--- src/rtl/branch_predictor.sv ---
// -----------------------------------------------------------------------------
// branch_predictor
//
// Direct-mapped branch target buffer with an optional bimodal 2-bit direction
// predictor. The fetch stage looks up a PC combinationally. The execute stage
// writes back resolved control-flow outcomes through a single write port.
//
// Parameters
//   PC_W     PC width in bits
//   ENTRIES  table depth (power of two, 2..256); IDX_W = log2(ENTRIES)
//   MODE     0 = static not-taken (pred_taken tied low), 1 = bimodal 2-bit
//
// Ports
//   cpu_clk       clock
//   cpu_rst       asynchronous active-high reset
//   if_valid      fetch presents a valid PC this cycle (counted in stat_lookups)
//   if_pc         fetch PC to look up
//   pred_hit      valid entry whose tag matches if_pc
//   pred_taken    predict taken (hit & counter MSB in MODE=1, else 0)
//   pred_target   predicted target, 0 on miss
//   upd_valid     a control-flow instruction resolved this cycle
//   upd_pc        PC of the resolved instruction
//   upd_taken     actual outcome
//   upd_is_jump   unconditional jump (jal/jalr); forces the counter to 11
//   upd_target    actual target
//   upd_mispred   the pipeline flushed for this instruction
//   stat_lookups  saturating count of if_valid cycles
//   stat_mispred  saturating count of upd_valid & upd_mispred cycles
// -----------------------------------------------------------------------------
module branch_predictor #(
  parameter int PC_W    = 32,
  parameter int ENTRIES = 16,
  parameter int MODE    = 1
) (
  input  logic            cpu_clk,
  input  logic            cpu_rst,
  input  logic            if_valid,
  input  logic [PC_W-1:0] if_pc,
  output logic            pred_hit,
  output logic            pred_taken,
  output logic [PC_W-1:0] pred_target,
  input  logic            upd_valid,
  input  logic [PC_W-1:0] upd_pc,
  input  logic            upd_taken,
  input  logic            upd_is_jump,
  input  logic [PC_W-1:0] upd_target,
  input  logic            upd_mispred,
  output logic [31:0]     stat_lookups,
  output logic [31:0]     stat_mispred
);

  localparam int IDX_W = $clog2(ENTRIES);
  localparam int TAG_W = PC_W - IDX_W - 2;

  typedef logic [IDX_W-1:0] idx_t;
  typedef logic [TAG_W-1:0] tag_t;

  // 2-bit saturating counter encodings
  localparam logic [1:0] CTR_WEAK_NT = 2'b01;
  localparam logic [1:0] CTR_WEAK_T  = 2'b10;
  localparam logic [1:0] CTR_STRONG  = 2'b11;

  // Table storage
  logic            valid_q [ENTRIES];
  tag_t            tag_q   [ENTRIES];
  logic [1:0]      ctr_q   [ENTRIES];
  logic [PC_W-1:0] tgt_q   [ENTRIES];

  // PC[1:0] never participates: instructions are word aligned.
  logic unused_pc_lsbs;
  assign unused_pc_lsbs = ^{if_pc[1:0], upd_pc[1:0]};

  // ---------------------------------------------------------------------------
  // Lookup: purely combinational read of the current (pre-update) contents, so
  // a same-cycle update to the same index becomes visible only next cycle.
  // ---------------------------------------------------------------------------
  idx_t lk_idx;
  tag_t lk_tag;
  logic lk_hit;

  assign lk_idx = if_pc[IDX_W+1:2];
  assign lk_tag = if_pc[PC_W-1:IDX_W+2];
  // Gating with cpu_rst keeps the outputs low for the whole reset window.
  assign lk_hit = !cpu_rst && valid_q[lk_idx] && (tag_q[lk_idx] == lk_tag);

  assign pred_hit    = lk_hit;
  assign pred_target = lk_hit ? tgt_q[lk_idx] : '0;

  generate
    if (MODE == 1) begin : g_bimodal
      assign pred_taken = lk_hit & ctr_q[lk_idx][1];
    end else begin : g_static
      assign pred_taken = 1'b0;
    end
  endgenerate

  // ---------------------------------------------------------------------------
  // Update: next counter value for a hitting entry
  // ---------------------------------------------------------------------------
  idx_t       up_idx;
  tag_t       up_tag;
  logic       up_hit;
  logic [1:0] up_ctr_cur;
  logic [1:0] up_ctr_nxt;

  assign up_idx     = upd_pc[IDX_W+1:2];
  assign up_tag     = upd_pc[PC_W-1:IDX_W+2];
  assign up_hit     = valid_q[up_idx] && (tag_q[up_idx] == up_tag);
  assign up_ctr_cur = ctr_q[up_idx];

  always_comb begin
    // NOTE: default assignment first so no path through this block can leave
    // up_ctr_nxt unassigned and infer a latch.
    up_ctr_nxt = up_ctr_cur;
    if (upd_is_jump) begin
      up_ctr_nxt = CTR_STRONG;
    end else if (upd_taken) begin
      if (up_ctr_cur != 2'b11) up_ctr_nxt = up_ctr_cur + 2'b01;
    end else begin
      if (up_ctr_cur != 2'b00) up_ctr_nxt = up_ctr_cur - 2'b01;
    end
  end

  // ---------------------------------------------------------------------------
  // Table write port
  // ---------------------------------------------------------------------------
  // NOTE: the table is built from flops (not RAM) because reset must clear
  // every entry at once; a RAM macro could not honour an asynchronous clear.
  always_ff @(posedge cpu_clk or posedge cpu_rst) begin
    if (cpu_rst) begin
      for (int i = 0; i < ENTRIES; i++) begin
        valid_q[i] <= 1'b0;
        tag_q[i]   <= '0;
        ctr_q[i]   <= CTR_WEAK_NT;
        tgt_q[i]   <= '0;
      end
    end else if (upd_valid) begin
      if (up_hit) begin
        ctr_q[up_idx] <= up_ctr_nxt;
        if (upd_taken) tgt_q[up_idx] <= upd_target;
      end else if (upd_taken) begin
        // Allocate, evicting whatever aliased into this slot.
        valid_q[up_idx] <= 1'b1;
        tag_q[up_idx]   <= up_tag;
        tgt_q[up_idx]   <= upd_target;
        ctr_q[up_idx]   <= upd_is_jump ? CTR_STRONG : CTR_WEAK_T;
      end
      // Not-taken miss: nothing worth remembering, table left alone.
    end
  end

  // ---------------------------------------------------------------------------
  // Saturating statistics
  // ---------------------------------------------------------------------------
  always_ff @(posedge cpu_clk or posedge cpu_rst) begin
    if (cpu_rst) begin
      stat_lookups <= '0;
      stat_mispred <= '0;
    end else begin
      if (if_valid && (stat_lookups != 32'hFFFF_FFFF))
        stat_lookups <= stat_lookups + 32'd1;
      if (upd_valid && upd_mispred && (stat_mispred != 32'hFFFF_FFFF))
        stat_mispred <= stat_mispred + 32'd1;
    end
  end

endmodule

--- config.mk ---
export PLATFORM = sky130hd
export DESIGN_NAME = branch_predictor
export DESIGN_NICKNAME = d
export VERILOG_FILES = /design/src/rtl/branch_predictor.sv
export SDC_FILE = /design/constraint.sdc
export NUM_CORES = 2
export LEC_CHECK = 0
export CORE_ASPECT_RATIO = 0.5
export CORE_MARGIN = 3
export CORE_UTILIZATION = 66
export CTS_CLUSTER_DIAMETER = 120
export DETAILED_ROUTE_END_ITERATION = 10
export PLACE_DENSITY_LB_ADDON = 0.1
export SYNTH_ARGS = -nofsm -noshare
export SYNTH_HDL_FRONTEND = slang
export SYNTH_SLANG_ARGS = --single-unit
--- constraint.sdc ---
create_clock -name cpu_clk -period 98.3 [get_ports cpu_clk]
set_clock_uncertainty 0.05 [all_clocks]
set_input_delay 19.66 -clock cpu_clk [delete_from_list [all_inputs] [get_ports cpu_clk]]
set_output_delay 19.66 -clock cpu_clk [all_outputs]
set_load 0.02 [all_outputs]
# Yosys cells after proc, flatten, opt, wreduce, memory -nomap -nowiden
# Cells that the tools add are included.
# word_totals
ff_bits	1040
in_bits	103
out_inout_bits	98
wordCells	137
# op_classes
addsub	4
n_lt_le_gt_ge	3
n_eq_ne	5
n_mux	41
bitwise_logic	5
reduce_logical	13
# ops
op	n
512-bit bitwise mux	1
416-bit bitwise mux	1
26-bit binary-select mux with 4-bit select	2
32-bit 2-to-1 mux	6
26-bit 2-to-1 mux	5
32-bit binary-select mux with 4-bit select	1
32-bit demux with 4-bit select	1
26-bit demux with 4-bit select	1
32-bit by 1-bit adder with 32-bit output (second input constant)	2
32-bit bitwise mux	2
32-bit != test (second input constant)	2
26-bit equality test	2
2-bit 2-to-1 mux	9
2-bit binary-select mux with 4-bit select	2
16-bit bitwise OR	1
5-bit greater-or-equal comparator (second input constant)	2
4-bit NOT with 5-bit output	2
1-bit binary-select mux with 4-bit select	2
2-bit demux with 4-bit select	1
1-bit logical AND	7
1-bit 2-to-1 mux	6
5-bit by 1-bit < comparator with 1-bit output (second input constant)	1
1-bit demux with 4-bit select	1
2-bit AND reduction	2
8 further kinds	9

# Logic depth before layout (Yosys ltp)
# logic_depth
depth_word	10
mapped_depth	16
depth_no_buf	9

# Least setup slack after synthesis
# No wires, ideal clock.
# synth_path
path_type	input to output
from	in if_pc[3]
to	out pred_target[10]
arrival_time_ns	22.953
required_time_ns	78.590
slack_ns	55.637
cell_stages	13
path_buffers	6
path_cell_list	clkbuf_1 > buf_1 > clkbuf_1 > buf_1 > mux4_2 > a211oi_1 > a21oi_1 > xnor2_1 > nand4_1 > or4_1 > clkbuf_1 > clkbuf_1 > nor2b_1
# synth_between
elab_chain_cells	7
elab_cells_between_ends	14
classes_between	1 x eq/ne; 10 x mux; 1 x bitwise; 2 x reduce/logical
# synth_rtl
item	line	source
start, declared	38	input logic [PC_W-1:0] if_pc,
4-bit NOT with 5-bit output (implied by the code) (*)	84, 87	
26-bit binary-select mux with 4-bit select / 1-bit binary-select mux with 4-bit select (equally long branches)	84	assign lk_hit = !cpu_rst && valid_q[lk_idx] && (tag_q[lk_idx] == lk_tag);
26-bit 2-to-1 mux (implied by the code) / 1-bit 2-to-1 mux (equally long branches) (2 in a row)	84	
26-bit equality test / 1-bit logical AND (equally long branches)	84	
1-bit logical AND	84	
32-bit 2-to-1 mux (*)	87	assign pred_target = lk_hit ? tgt_q[lk_idx] : '0;
end, declared	41	output logic [PC_W-1:0] pred_target,
# Mark *: on every way between the ends. The rest lies on a longest branch, timed or not. The select of a mux whose other input is x is not followed.

# Worst setup path in the final report
# layout_path
from	in if_pc[3]
to	out pred_target[11]
# Same word-level chain as after synthesis.

==> results.ini <==
[min_path]
min_from = stat_mispred[20]$_DFFE_PP0P_
min_path_cells = 1
min_to = stat_mispred[20]$_DFFE_PP0P_
worst_hold_path_type = flop to flop

[clocking]
holdBufCountCts = 0
clk_path_buf_depth = 3
tritoncts = done
cts_resized = 0
htree_levels = 3
clkSinkCount = 1040
insertion_delay_ns = 0.68
clk_pin_slew_ns = 0.07
cts-buffers-inserted = 90
postCtsSetupBuffers = 0
cts_root_buf = clkbuf_16

[floorplanning]
dieArea_sq_mm = 0.0821
start_util = 0.678
ios = 201
num_rows = 71
coreArea_sq_mm = 0.0764
fp.dieH_um = 204
dieWidth_um = 402

[drt]
dr.pass1.iters = 5
drtIter0Drc = 2709
via_per_inst = 6.83
drt_wl_total_um = 129000
vias = 30400
drt-wirelength-per-cell_um = 29.0
drtAntennaViolNets = 0
drc = 0

[critical_path]
worst_r2r_endpoint = tag_q[169]$_DFFE_PP0P_
cp.required_ns = 78.59
worstReg2RegStart = tag_q[122]$_DFFE_PP0P_
cp-start-kind = primary input
setup.worst_path.class = primary input to output port
endpoint_kind = output port
cp_max_fo = 73
rr_worst_depth = 9
cp.arrival_ns = 25.93
rrSetupSlack_ns = 93.41

[synth]
synth_edf_count = 0
syn_area_sq_mm = 0.0518
yosysWarnings = 0
synthArstFlopShare = 1.00
syn_avg_cell_area_sq_um = 15.8
yosysUniqueCellTypes = 66
syn-num-nets = 3391
ys.flop_type = dfrtp_1
ys_ff_latch = 1040
seq_area_frac_synth = 0.503
syn_inst = 3286

[sta]
max-slew-margin-rel = 0.215
hold_viol_final = 0
period_minus_slack_ns = 45.64
timing.final.crit_share = 0.464
worstMarginPinSlew_ns = 1.17
fin_tns_setup_ns = 0
setup_viol = 0
slew_viol_final = 0
rsz0062_at_grt = no
fmax_ghz = 0.0219

[place]
portBuffers = 196
dp_hpwl_um = 72400
place_congestion = 0.844
dp.cells = 4285

[cells_and_area]
drive_gt1_frac = 0.462
num-nets-final = 3460
layout_common_cells = 1024 x dfrtp_1, 779 x mux2_2, 390 x mux4_2
fin_cells = 4449
areaGrowthSynthToFinish_pct = 10.5
final_common_cell = dfrtp_1

[global_route]
grt_pass1_wl_um = 200000
grt_pass1_vias = 32100
antenna_found_initial = 1
track_usage = 0.323
grt_max_degree = 156
grt_overflow = 0

[pwr]
ir_drop_uv = 13.8
p_total_uw = 1160
powerDensity_mw_per_mm2 = 20.2
power_leakage_uw = 0.0247

[job]
cap_viol_max_count = 0

[status]
status = finished clean

==> cell families (layout without fill, tap and decap cells) <==
logic type | Yosys count | after routing | share of synthesized area
other | 0 | 2 | 0
adders and majority gates | 3 | 3 | 0.000676
AOI/OAI and AO/OA | 111 | 111 | 0.0167
DFF | 1040 | 1040 | 0.503
and+or+nand+nor | 306 | 306 | 0.0337
buffers and inverters | 296 | 435 | 0.0277
muxes | 1410 | 1410 | 0.398
xor gates and xnor gates | 120 | 120 | 0.0203
==> critical path: stages <==
cell             delay (ns)
buf_6                  0.71
buf_4                  0.97
mux4_2                 0.42
mux4_2                 0.53
xor2_1                 0.17
nor4_1                 0.92
nand4_1                0.30
or4_2                  1.11
nor2b_1                0.26
clkdlybuf4s50_1        0.67
==> synthesized netlist by cell type (4+ instances only) <==
library cell,instances,area share
dfrtp_1,1024,0.49
mux2_2,779,0.17
mux4_2,390,0.17
clkbuf_1,162,0.012
mux2_4,123,0.036
mux2i_1,88,0.017
xnor2_1,73,0.012
nand2_1,53,0.0038
nor2b_1,48,0.0058
xor2_1,47,0.0079
buf_2,46,0.0044
nand3_1,38,0.0037
nor2_1,37,0.0027
buf_1,30,0.0022
mux2_1,30,0.0065
buf_6,24,0.0052
nand4_1,23,0.0028
a21oi_1,21,0.0020
buf_4,20,0.0029
nor3_1,19,0.0018
dfstp_2,16,0.0081
or2_2,16,0.0019
a22o_1,13,0.0022
a22oi_1,13,0.0019
o22a_1,13,0.0022
and2_1,12,0.0014
inv_1,12,0.00087
nor3b_1,12,0.0017
and4_1,11,0.0019
a221oi_1,9,0.0015
and3_1,8,0.00097
nor2_4,7,0.0015
a31oi_1,6,0.00072
nor4_1,6,0.00072
o32a_1,6,0.0012
nand2b_1,4,0.00048
o21ai_0,4,0.00039
==> metrics by stage <==
stage / setup WS (ns) / util / hold slack (ns) / area, sq um
finish: 52.66 / 0.749 / 0.435 / 57200
global route: 52.67 / 0.749 / 0.459 / 57200
CTS: 52.89 / 0.749 / 0.438 / 57200
detailed placement: 52.91 / 0.711 / 0.423 / 54300
global placement: 52.91 / 0.711 / 0.415 / 54300
floorplan: 49.35 / - / 0.401 / 51800
==> registers in the layout (all words and copies together), names as in the netlist <==
name          count
ctr_q            32
tgt_q           512
tag_q           416
valid_q          16
stat_lookups     32
stat_mispred     32
==> per-layer routing <==
| layer | vias up | track usage | part of all wire |
|---|---|---|---|
| met1 | 16500 | 0.460 | 0.42 |
| met5 | - | 0 | 0 |
| met3 | 262 | 0.0603 | 0.065 |
| li1 | 12600 | - | - |
| met2 | 1037 | 0.511 | 0.48 |
| met4 | 0 | 0.111 | 0.034 |
==> worst max path at each step <==
stage          cells past startpoint  startpoint                     to
2_1_floorplan                      1     cpu_rst  ctr_q[11]$_DFFE_PP0P_
3_3_place_gp                      10    if_pc[3]        pred_target[11]
3_5_place_dp                      10    if_pc[3]        pred_target[29]
4_1_cts                           10    if_pc[3]        pred_target[29]
5_1_grt                           10    if_pc[3]        pred_target[21]
6_report                          10    if_pc[3]        pred_target[11]
==> final cells by class <==
cell class | count | area, sq um
clock buffer | 124 | 2550
timing repair buffer | 260 | 2470
clock inverter | 38 | 404
fill | 4577 | 19200
tap | 1022 | 1280
inverter | 13 | 56.3
multi-input combinational | 1950 | 24400
antenna | 2 | 5.00
sequential | 1040 | 26000
==> where the power goes <==
part           leakage (uW)  internal [uW]  switching, uW
logic               0.00994            142           86.8
registers            0.0133            510           53.7
clock network       0.00146            201            163
total                0.0247            854            304
No activity file was read; power rests on OpenSTA's default activity.
